<file path="src/rtl/interrupt_controller_pkg.sv">
// Shared SFR address map, FSM encodings and control bit positions for interrupt_controller.
package interrupt_controller_pkg;

   localparam logic [1:0] INTC_CTRL  = 2'd0;
   localparam logic [1:0] INTC_MASK  = 2'd1;
   localparam logic [1:0] INTC_PEND  = 2'd2;
   localparam logic [1:0] INTC_VBASE = 2'd3;

   localparam logic [1:0] ST_IDLE    = 2'd0;
   localparam logic [1:0] ST_REQ     = 2'd1;
   localparam logic [1:0] ST_SERVICE = 2'd2;

   localparam int GIE_BIT = 0;

endpackage

</file>
<file path="src/rtl/intc_prio_enc.sv">
// intc_prio_enc: combinational find-first-set; index 0 is the highest priority.
module intc_prio_enc #(
   parameter int N     = 8,
   parameter int IDX_W = $clog2(N)
) (
   input  logic [N-1:0]     req_i,
   output logic [IDX_W-1:0] idx_o,
   output logic             valid_o
);

   always_comb begin
      idx_o   = '0;
      valid_o = 1'b0;
      for (int i = 0; i < N; i++) begin
         if (req_i[i] && !valid_o) begin
            idx_o   = IDX_W'(i);
            valid_o = 1'b1;
         end
      end
   end

endmodule

</file>
<file path="src/rtl/interrupt_controller.sv">
// interrupt_controller: edge-latched, fixed-priority interrupt controller with SFR access.
// Define INTC_NESTING_EN to let a higher-priority source preempt an active handler.
module interrupt_controller
   import interrupt_controller_pkg::*;
#(
   parameter int NUM_SRC  = 8,
   parameter int ADDR_W   = 16,
   parameter int DATA_W   = 16,
   parameter int VEC_SHFT = 2
) (
   input  logic                clock,
   input  logic                nreset,
   input  logic [NUM_SRC-1:0]  irq_src,
   input  logic                sfr_wen,
   input  logic [1:0]          sfr_addr,
   input  logic [DATA_W-1:0]   sfr_wdata,
   output logic [DATA_W-1:0]   sfr_rdata,
   input  logic                int_ack,
   input  logic                int_return,
   output logic                interrupt,
   output logic [ADDR_W-1:0]   interrupt_vector_address,
   output logic                in_service
);

   localparam int IDX_W = $clog2(NUM_SRC);

   logic [NUM_SRC-1:0] prev_q;
   logic               armed_q;
   logic [NUM_SRC-1:0] pend_q, pend_d;
   logic [NUM_SRC-1:0] mask_q, mask_d;
   logic [NUM_SRC-1:0] isr_q, isr_d;
   logic               gie_q, gie_d;
   logic [ADDR_W-1:0]  vbase_q, vbase_d;
   logic [1:0]         state_q, state_d;
   logic [IDX_W-1:0]   idx_q, idx_d;
   logic [ADDR_W-1:0]  vec_q, vec_d;
   logic               irq_q, irq_d;
   logic [DATA_W-1:0]  rdata_q, rdata_d;

   logic [NUM_SRC-1:0] riseEvt, eligible, w1cMask, ackClear, idxOnehot;
   logic [IDX_W-1:0]   winIdx;
   logic               winValid;
   logic [ADDR_W-1:0]  vecCalc;
   logic               wrCtrl, wrMask, wrPend, wrVbase;

   // armed_q masks the first cycle after reset so a source already high is not seen as an edge
   assign riseEvt   = irq_src & ~prev_q & {NUM_SRC{armed_q}};
   assign eligible  = pend_q & mask_q & {NUM_SRC{gie_q}};
   assign idxOnehot = NUM_SRC'(1) << idx_q;
   assign vecCalc   = vbase_q + (ADDR_W'(winIdx) << VEC_SHFT);

   assign wrCtrl  = sfr_wen && (sfr_addr == INTC_CTRL);
   assign wrMask  = sfr_wen && (sfr_addr == INTC_MASK);
   assign wrPend  = sfr_wen && (sfr_addr == INTC_PEND);
   assign wrVbase = sfr_wen && (sfr_addr == INTC_VBASE);

   intc_prio_enc #(.N(NUM_SRC), .IDX_W(IDX_W)) u_win_enc (
      .req_i   (eligible),
      .idx_o   (winIdx),
      .valid_o (winValid)
   );

`ifdef INTC_NESTING_EN
   logic [IDX_W-1:0]   isrIdx;
   logic               isrValid;
   logic [NUM_SRC-1:0] isrLowOnehot;
   logic               preempt;

   intc_prio_enc #(.N(NUM_SRC), .IDX_W(IDX_W)) u_isr_enc (
      .req_i   (isr_q),
      .idx_o   (isrIdx),
      .valid_o (isrValid)
   );

   assign isrLowOnehot = NUM_SRC'(1) << isrIdx;
   assign preempt      = winValid && (!isrValid || (winIdx < isrIdx));
`endif

   always_comb begin
      state_d  = state_q;
      idx_d    = idx_q;
      vec_d    = vec_q;
      irq_d    = irq_q;
      isr_d    = isr_q;
      ackClear = '0;
      case (state_q)
         ST_IDLE: begin
            if (winValid) begin
               state_d = ST_REQ;
               idx_d   = winIdx;
               vec_d   = vecCalc;
               irq_d   = 1'b1;
            end
         end
         ST_REQ: begin
            if (int_ack) begin
               state_d  = ST_SERVICE;
               ackClear = idxOnehot;
               isr_d    = isr_q | idxOnehot;
               irq_d    = 1'b0;
            end
         end
         ST_SERVICE: begin
`ifdef INTC_NESTING_EN
            // A return takes precedence; any preemption is evaluated on the following cycle
            if (int_return) begin
               isr_d = isr_q & ~isrLowOnehot;
               if (isr_d == '0) begin
                  state_d = ST_IDLE;
               end
            end else if (preempt) begin
               state_d = ST_REQ;
               idx_d   = winIdx;
               vec_d   = vecCalc;
               irq_d   = 1'b1;
            end
`else
            if (int_return) begin
               isr_d   = '0;
               state_d = ST_IDLE;
            end
`endif
         end
         default: begin
            state_d = ST_IDLE;
            irq_d   = 1'b0;
         end
      endcase
   end

   always_comb begin
      mask_d  = wrMask ? sfr_wdata[NUM_SRC-1:0] : mask_q;
      gie_d   = wrCtrl ? sfr_wdata[GIE_BIT] : gie_q;
      vbase_d = wrVbase ? ADDR_W'(sfr_wdata) : vbase_q;
      w1cMask = wrPend ? sfr_wdata[NUM_SRC-1:0] : '0;
      pend_d  = (pend_q & ~(w1cMask | ackClear)) | riseEvt;
   end

   always_comb begin
      rdata_d = '0;
      case (sfr_addr)
         INTC_CTRL:  rdata_d[GIE_BIT] = gie_q;
         INTC_MASK:  rdata_d = DATA_W'(mask_q);
         INTC_PEND:  rdata_d = DATA_W'(pend_q);
         default:    rdata_d = DATA_W'(vbase_q);
      endcase
   end

   always_ff @(posedge clock or negedge nreset) begin
      if (!nreset) begin
         prev_q  <= '0;
         armed_q <= 1'b0;
         pend_q  <= '0;
         mask_q  <= '0;
         isr_q   <= '0;
         gie_q   <= 1'b0;
         vbase_q <= '0;
         state_q <= ST_IDLE;
         idx_q   <= '0;
         vec_q   <= '0;
         irq_q   <= 1'b0;
         rdata_q <= '0;
      end else begin
         prev_q  <= irq_src;
         armed_q <= 1'b1;
         pend_q  <= pend_d;
         mask_q  <= mask_d;
         isr_q   <= isr_d;
         gie_q   <= gie_d;
         vbase_q <= vbase_d;
         state_q <= state_d;
         idx_q   <= idx_d;
         vec_q   <= vec_d;
         irq_q   <= irq_d;
         rdata_q <= rdata_d;
      end
   end

   assign sfr_rdata                = rdata_q;
   assign interrupt                = irq_q;
   assign interrupt_vector_address = vec_q;
   assign in_service               = |isr_q;

endmodule

</file>
<file path="config.mk">
export PLATFORM = sky130hd
export DESIGN_NAME = interrupt_controller
export DESIGN_NICKNAME = d
export VERILOG_FILES = /design/src/rtl/interrupt_controller_pkg.sv /design/src/rtl/intc_prio_enc.sv /design/src/rtl/interrupt_controller.sv
export SDC_FILE = /design/constraint.sdc
export NUM_CORES = 1
export LEC_CHECK = 0
export ABC_AREA = 0
export CAP_MARGIN = 15
export CORE_ASPECT_RATIO = 0.9
export CORE_MARGIN = 2
export CORE_UTILIZATION = 45
export DETAILED_ROUTE_END_ITERATION = 10
export PLACE_DENSITY = 0.8
export REMOVE_ABC_BUFFERS = 1
export SLEW_MARGIN = 5
export SYNTH_ARGS = -nofsm -noshare
export SYNTH_HDL_FRONTEND = slang
export SYNTH_HIERARCHICAL = 1
export SYNTH_SLANG_ARGS = --single-unit
export TNS_END_PERCENT = 20
</file>
<file path="constraint.sdc">
create_clock -name clock -period 2.45 [get_ports clock]
set_clock_uncertainty 0.1 [all_clocks]
set_input_delay 0.245 -clock clock [delete_from_list [all_inputs] [get_ports clock]]
set_output_delay 0.245 -clock clock [all_outputs]
set_load 0.01 [all_outputs]
</file>
==> results of run 1 <==
## metal layers
metal,vias up,global-route usage (%)
li1,1385,-
met1,1472,29.6
met2,89,33.3
met3,17,3.58
met4,0,6.76
met5,-,0
## registers in the layout (all words and copies together), names as in the netlist
register / cells
sfr_rdata: 16
isr_q: 8
interrupt_vector_address: 16
interrupt: 1
prev_q: 8
armed_q: 1
gie_q: 1
mask_q: 8
pend_q: 8
idx_q: 3
vbase_q: 16
state_q: 2
## repair_timing
action | CTS | global route
setup buffers | 2 | 2
pin swaps | 5 | 5
hold endpoints to repair | 44 | 0
gates cloned | 0 | 0
gates resized for setup | 16 | 16
setup endpoints to repair | 11 | 12
hold buffers | 1 | 0
## power breakdown
group          internal [W]  leakage (nW)  switching (W)  total (W)
Sequential          0.00184          1.08       0.000312    0.00215
Combinational       0.00107          1.10       0.000930    0.00200
Clock              0.000706         0.124       0.000497    0.00120
## cell families after synthesis
| kind of cell | count (synthesis) | share of synthesized area (%) |
|---|---|---|
| flip-flops | 88 | 56.9 |
| AO/OA/AOI/OAI | 65 | 12.1 |
| buffers and inverters | 28 | 2.94 |
| multiplexers | 28 | 8.40 |
| XOR/XNOR | 12 | 2.71 |
| AND/OR/NAND/NOR | 112 | 15.4 |
| other | 1 | 0.0969 |
| adder cells (fa/ha/maj) | 4 | 1.49 |
## path summary, 6_finish.rpt
check | start | end | slack, ps | depth (start not counted)
worst max-delay path | gie_q | interrupt_vector_address[13] | -170 | 9
worst min-delay path | irq_src[5] | prev_q[5] | 260 | 1
max in group asynchronous | nreset | prev_q[4] | 1280 | 3
min in group asynchronous | nreset | interrupt_vector_address[15] | 340 | 2
worst max register to register | gie_q | interrupt_vector_address[13] | -170 | 9
worst min register to register | prev_q[6] | pend_q[6] | 330 | 1
## metrics by stage
stage                     cells  instance area, um^2  utilization (%)  setup TNS [ps]
final                       563                 5290             62.6           -1140
after global placement      542                 4880             57.7            -890
after global routing        563                 5290             62.6           -2550
after floorplan             326                 3820                -            -622
after CTS                   561                 5200             61.5           -1400
after detailed placement    542                 4880             57.7           -2380
## placed cells by master, fill, tap and decap left out, types with 3 or more instances in the layout
cell type,instances
and3_1,12
bufinv_16,3
a21boi_0,5
nor2b_1,7
buf_4,35
o21ai_0,22
o21ai_1,7
nand3b_1,6
a22o_1,7
nand2b_1,3
a32o_1,5
mux2_2,26
nand2_1,49
and3_4,4
a21oi_1,3
clkdlybuf4s50_1,63
nor2_1,8
dfrtp_1,87
xor2_1,4
inv_1,14
xnor2_1,7
clkbuf_8,10
nand3_1,4
o21a_1,3
## area by class of cell
cell class                 instances  area share [%]
clock inverter                     5            1.96
inverter                          16            1.14
multi-input combinational        222            31.7
clock buffer                      11            2.67
tap                              119            2.82
sequential                        88            41.7
timing repair buffer             102            18.1
==> results.ini, run 1 <==
[outcome]
outcome=finished with violations
violations=negative setup slack

[power_and_ir_drop]
p_leak_nw=2.30
vdd_ir_drop_max_mv=0.510
power.density_nw_per_um2=1010
power_w=0.00536

[routing]
drt-total-wl_um=9570
routedWlPerCell_um=17.0
vias=2963
drtIter0Drc=209
drc=0
ant_nets=0
met2_length_um=4690
via_per_inst=5.26
wl_met3_um=398
met1_length_um=4270
highest_layer=met4
drtPass1Iterations=5

[global_route]
overflow=0
grt_usage_pct=21.1
grt_antenna_before_repair=0
grt_max_degree=46
grt_pass1_vias=3025
grt_pass1_wl_um=15100

[synth]
synth.avg_cell_area_um2=11.5
ys_seq_area_share_pct=56.9
synth.most_common_cell=dfrtp_1
ys_warn_count=6
netlist_top_cells_area=dfrtp_1 57%, mux2_2 7.6%, nand2_1 4.8%
yosysTopAreaCellShare_pct=56.9
synth.top_cells.by_count=88 x dfrtp_1, 49 x nand2_1, 27 x o21ai_0
synth.distinct_cells=44
synth-edff-count=0
yosysTopAreaCell=dfrtp_1
netlist_instances=338
syn_area_um2=3870
ys_async_sr_fraction_pct=100
ys_seq_elements=88
ys.flop_type=dfrtp_1

[clocking]
clock-sinks=88
cts_tree=yes
clockRootBuffer=clkbuf_8
numCtsBuffers=9
clock_path_buffers=2
clk_latency_ps=350
clkSlewWorstSetupHoldPaths_ps=90
htreeDepth=3

[critical_path]
cp_slowest_stage_delay_ps=470
critPathMaxFanout=8
path_cells=and3_1 > nor4_2 > nor2b_4 > ha_4 > a21oi_2 > buf_4 > a2111oi_4 > xnor2_1 > o21ai_1
cp_top_family=simple AND/OR/NAND/NOR gates
critPathArrivalTime_ps=2750
crit_required_ps=2580
critPathLaunchType=flip-flop
worst-path-buf-inv=1
slowest_stage=dfrtp_2
cp-end-kind=flip-flop
worstSetupPathType=flip-flop to flip-flop

[final_layout]
drive_gt1_share_pct=24.3
multi_input_area_um2=1680
diodes=0
area_delta_synth_final_pct=36.6
fin_nets=474
fillCellCount=636
seq_area_um2=2200

[place]
portBuffers=64
place_ws_ps=-373
dp_hpwl_um=6730
gp_congestion=0.978

[sta]
whs_ps=265
setup_viol=11
layout_setup_ws_ps=-175
tightest_slew_ps=588
hold_viol=0
layout_min_cycle_time_ps=2620
rsz0062_at_grt=yes
drv_slew=0
clock.fmax_ghz=0.381
max_slew_margin_pct=60.8
fin_crit_sh_pct=107

[die]
die_h_um=92.0
start_util_pct=45.8
die-area_um2=9360
fp-row-count=32
dieWidth_um=102
coreArea_um2=8450
io_pins=65

[job]
maxCapViolCount=0

[min_path]
worstHoldPathType=input pin to flip-flop

Note: power is estimated with default switching activity, not from simulation.
==> inputs of run 2 (changes only) <==
GPL_TIMING_DRIVEN = 0   (was not set)
clock period = 2.3 ns   (was 2.45 ns; I/O delays follow)
==> results.ini, run 2 (synthesized netlist as in run 1, its figures left out) <==
[routing]
routedWlPerCell_um=17.6  ; +3.4%
drtPass1Iterations=4  ; -1
drc=0  ; unchanged
drtIter0Drc=206  ; -1.4%
ant_nets=0  ; unchanged
drt-total-wl_um=9400  ; -1.8%
vias=2895  ; -2.3%
via_per_inst=5.41  ; +2.8%

[die]
fp-row-count=32  ; unchanged
coreArea_um2=8450  ; unchanged
start_util_pct=45.8  ; unchanged
io_pins=65  ; unchanged
dieWidth_um=102  ; unchanged
die_h_um=92.0  ; unchanged
die-area_um2=9360  ; unchanged

[power_and_ir_drop]
power.density_nw_per_um2=1060  ; +4.2%
p_int_w=0.00358  ; -0.97%
p_leak_nw=2.16  ; -6.3%
power_w=0.00536  ; about the same
seq_power_share_pct=42.5  ; +2.4 points
clockPowerShare_pct=21.2  ; -1.3 points
swShare_pct=33.2  ; +0.72 points
p_sw_w=0.00178  ; +2.3%
vdd_ir_drop_max_mv=0.508  ; -0.48%
power_frac_comb_pct=36.2  ; -1.2 points

[critical_path]
worstSetupPathType=flip-flop to flip-flop
ff2ff_path_depth=11  ; +2
cp-end-kind=flip-flop
critPathLaunchType=flip-flop
reg2reg_slack_ps=-390  ; -210 ps
critPathArrivalTime_ps=2830  ; +80 ps
critPathMaxFanout=5  ; -3
crit_required_ps=2440  ; -140 ps

[clocking]
clk_latency_ps=350  ; about the same
clockRootBuffer=clkbuf_8
cts_tree=yes
numCtsBuffers=9  ; unchanged
clock_path_buffers=2  ; unchanged
clkSlewWorstSetupHoldPaths_ps=80  ; about the same
clock-sinks=88  ; unchanged
htreeDepth=3  ; unchanged

[final_layout]
final_common_cell=dfrtp_1
area_delta_synth_final_pct=31.3
drive_gt1_share_pct=19.5  ; -4.9 points
diodes=0  ; unchanged
fin_nets=448  ; -5.5%
mostFrequentLayoutCells=87 x dfrtp_1, 62 x clkdlybuf4s50_1, 49 x nand2_1
fillCellCount=665  ; +4.6%

[sta]
clock.fmax_ghz=0.372  ; -2.3%
fin_tns_setup_ps=-3510  ; -2370 ps
fin_crit_sh_pct=117  ; +9.7 points
layout_setup_ws_ps=-388  ; -213 ps
drv_slew=0  ; unchanged
layout_min_cycle_time_ps=2690  ; +62.9 ps
max_slew_margin_pct=38.1  ; -23 points
tightest_slew_ps=926  ; +338 ps
rsz0062_at_grt=yes
hold_viol=0  ; unchanged
setup_viol=14  ; +3

[outcome]
violations=negative setup slack
outcome=finished with violations

[global_route]
grt_usage_pct=20.9  ; -0.17 points
overflow=0  ; unchanged
grt_antenna_before_repair=0  ; unchanged
grt_pass1_vias=2846  ; -5.9%
grt_max_degree=47  ; +2.2%
grt_pass1_wl_um=14700  ; -2.9%

[min_path]
min_path_cells=1  ; unchanged
worstHoldPathType=input pin to flip-flop

[job]
maxCapViolCount=0  ; unchanged

[place]
dp_hpwl_um=6280  ; -6.6%
gp_congestion=0.818  ; -16%
portBuffers=64  ; unchanged

==> run 2: power by group through the flow <==
stage	clock network (W)	logic, W	registers [W]
6_report	0.00114	0.00194	0.00228
3_5_place_dp	0	0.00164	0.00230
2_1_floorplan	0	0.000856	0.00231
3_3_place_gp	0	0.00158	0.00227
5_1_grt	0.00124	0.00211	0.00233
4_1_cts	0.00116	0.00181	0.00227
==> run 2: routing by layer <==
layer	up-vias	part of all wire (%)	track usage (%)
li1	1322	-	-
met4	0	1.6	5.86
met3	15	6.0	5.95
met1	1463	41	28.3
met5	-	0	0
met2	95	51	32.8
==> run 2: final timing paths <==
path	from	endpoint
min in group asynchronous	nreset	vbase_q[0]
max in group asynchronous	nreset	isr_q[6]
worst max register to register	gie_q	interrupt_vector_address[12]
worst max-delay path	gie_q	interrupt_vector_address[12]
worst min-delay path	irq_src[6]	prev_q[6]
worst min register to register	prev_q[6]	pend_q[6]
==> run 2: worst max-delay path, stage by stage, from the launching register on <==
cell	delay, ps
dfrtp_2	440
buf_12	140
and3_1	200
nor2_1	170
o21ai_0	140
a211oi_2	240
inv_1	120
fa_2	400
nor2b_4	200
o2111ai_2	160
xnor2_1	200
o21ai_1	70
==> run 2: through the flow <==
stage / area, um^2 / utilization, % / setup WS (ps) / hold WS, ps / cells
floorplan: 3820 / - / -288 / -166 / 326
global placement: 4610 / 54.5 / -2100 / 315 / 509
detailed placement: 4620 / 54.7 / -784 / 151 / 510
CTS: 4990 / 59.1 / -519 / 244 / 532
global route: 5080 / 60.1 / -545 / 223 / 535
finish: 5080 / 60.1 / -388 / 257 / 535
==> run 2: repair_timing <==
action,4_1_cts,5_1_grt
hold endpoints to repair,42,0
resized for setup,24,13
hold buffers,1,0
gates cloned,0,0
buffers inserted,7,2
endpoints found under the setup margin,24,33
pin swaps,8,9
==> run 2: cell type report <==
cell class                 count  area (um^2)  share of cell area, %
inverter                      16         60.1                   1.18
clock buffer                  11          141                   2.78
sequential                    88         2200                   43.4
clock inverter                 3         67.6                   1.33
timing repair buffer          76          767                   15.1
tap                          119          149                   2.93
multi-input combinational    222         1690                   33.3
==> inputs of run 3 (changes only) <==
SKIP_LAST_GASP = 1   (was not set)
==> results.ini, run 3 (synthesized netlist as in run 1, its figures left out) <==
[die]
start_util_pct=45.8  ; unchanged
coreArea_um2=8450  ; unchanged
io_pins=65  ; unchanged
die-area_um2=9360  ; unchanged
fp-row-count=32  ; unchanged
dieWidth_um=102  ; unchanged
die_h_um=92.0  ; unchanged

[clocking]
cts_tree=yes
clk_latency_ps=350  ; about the same
clock_path_buffers=2  ; unchanged
htreeDepth=3  ; unchanged
clockRootBuffer=clkbuf_8
clock-sinks=88  ; unchanged
clkSlewWorstSetupHoldPaths_ps=80  ; about the same
numCtsBuffers=9  ; unchanged

[sta]
hold_viol=0  ; unchanged
tightest_slew_ps=866  ; -60.1 ps
max_slew_margin_pct=42.1  ; +4.0 points
clock.fmax_ghz=0.373  ; +0.14%
whs_ps=252  ; -5.27 ps
layout_setup_ws_ps=-384  ; +3.69 ps
setup_viol=24  ; +10
drv_slew=0  ; unchanged
layout_min_cycle_time_ps=2680  ; -3.69 ps
rsz0062_at_grt=yes
fin_crit_sh_pct=117  ; -0.16 points

[min_path]
worstHoldPathType=input pin to flip-flop
worstHoldStart=irq_src[6]

[critical_path]
cp-end-kind=flip-flop
path_cells=buf_12 > and3_1 > o41ai_4 > ha_2 > inv_2 > fa_2 > nor2b_4 > o211ai_1 > xor2_1 > o21ai_1
rr_startpoint=gie_q
slowest_stage=dfrtp_2
worstSetupPathType=flip-flop to flip-flop
critPathArrivalTime_ps=2860  ; +30 ps
critPathMaxFanout=5  ; unchanged
cp-startpoint=gie_q
critPathLaunchType=flip-flop
crit_required_ps=2480  ; +40 ps
cp_slowest_stage_delay_ps=440  ; about the same

[routing]
drt-total-wl_um=9510  ; +1.2%
drc=0  ; unchanged
routedWlPerCell_um=17.6  ; +0.28%
via_per_inst=5.39  ; -0.31%
drtPass1Iterations=4  ; unchanged
ant_nets=0  ; unchanged
vias=2913  ; +0.62%
drtIter0Drc=221  ; +7.3%

[power_and_ir_drop]
clockPowerShare_pct=21.0  ; -0.2 points
p_int_w=0.00363  ; +1.5%
power_w=0.00545  ; +1.6%
seq_power_share_pct=41.9  ; -0.6 points
p_leak_nw=2.18  ; +0.97%
power_frac_comb_pct=37.1  ; +0.9 points
p_sw_w=0.00181  ; +1.9%
vdd_ir_drop_max_mv=0.477  ; -6.1%
power.density_nw_per_um2=1060  ; +0.72%
swShare_pct=33.3  ; +0.098 points

[outcome]
violations=negative setup slack
outcome=finished with violations

[final_layout]
diodes=0  ; unchanged
fillCellCount=660  ; -0.75%
fin_nets=453  ; +1.1%
area_delta_synth_final_pct=32.4
mostFrequentLayoutCells=87 x dfrtp_1, 63 x clkdlybuf4s50_1, 49 x nand2_1
final_common_cell=dfrtp_1
final_cells=540  ; +0.93%
drive_gt1_share_pct=20.7  ; +1.2 points

[job]
maxCapViolCount=0  ; unchanged

[place]
dp_hpwl_um=6280  ; unchanged
gp_congestion=0.818  ; unchanged
placedCellCount=510  ; unchanged
portBuffers=64  ; unchanged
place_ws_ps=-784  ; unchanged

[global_route]
overflow=0  ; unchanged
grt_pass1_vias=2850  ; +0.14%
grt_antenna_before_repair=0  ; unchanged
grt_max_degree=47  ; unchanged
grt_usage_pct=20.6  ; -0.30 points
grt_pass1_wl_um=14700  ; -0.19%

-- run 3: power groups by stage --
stage                     Sequential, W  Combinational, W  Clock, W
after global routing            0.00234           0.00219   0.00123
after floorplan                 0.00231          0.000856         0
after CTS                       0.00227           0.00179   0.00116
after global placement          0.00227           0.00158         0
final                           0.00228           0.00202   0.00114
after detailed placement        0.00230           0.00164         0
-- run 3: path summary, 6_finish.rpt --
kind | end | slack (ps) | depth (start not counted)
setup reg to reg | interrupt_vector_address[10] | -380 | 10
min in group asynchronous | interrupt_vector_address[15] | 340 | 2
hold reg to reg | pend_q[6] | 340 | 1
hold / removal | prev_q[6] | 250 | 1
max in group asynchronous | isr_q[6] | 1140 | 3
setup / recovery | interrupt_vector_address[10] | -380 | 10
-- run 3: critical path, delay by kind of cell (launching register included) --
kind	cells	cell delay, ps
flip-flops	1	440
XOR/XNOR	1	190
AO/OA/AOI/OAI	3	640
buffers and inverters	2	180
AND/OR/NAND/NOR	2	420
adder cells (fa/ha/maj)	2	640
-- run 3: per-stage QoR --
step                      util, %  setup TNS, ps  area [um^2]
after floorplan                 -          -1530         3820
after global placement       54.5        -199640         4610
after detailed placement     54.7         -17320         4620
after CTS                    58.9          -7950         4980
after global routing         60.7          -8270         5130
final                        60.7          -5470         5130
-- run 3: layer usage --
layer,up-vias,track usage [%],share of wire (%)
met2,91,33.0,51
met3,13,5.03,5.2
met5,-,0,0
met1,1468,28.1,42
met4,0,5.18,1.6
li1,1341,-,-
-- run 3: layout make-up --
| type | instances | area [um^2] | share of cell area, % |
|---|---|---|---|
| Sequential cell | 88 | 2200 | 43.0 |
| Multi-Input combinational cell | 222 | 1700 | 33.2 |
| Timing Repair Buffer | 81 | 801 | 15.6 |
| Tap cell | 119 | 149 | 2.90 |
| Clock buffer | 11 | 141 | 2.76 |
| Clock inverter | 3 | 67.6 | 1.32 |
| Inverter | 16 | 60.1 | 1.17 |
-- run 3: timing repair --
item                                    CTS  global route
endpoints found under the hold margin    42             0
setup buffers                             7             7
gates resized for setup                  21            17
hold buffers                              1             0
endpoints found under the setup margin   24            35
pin swaps                                 8            13
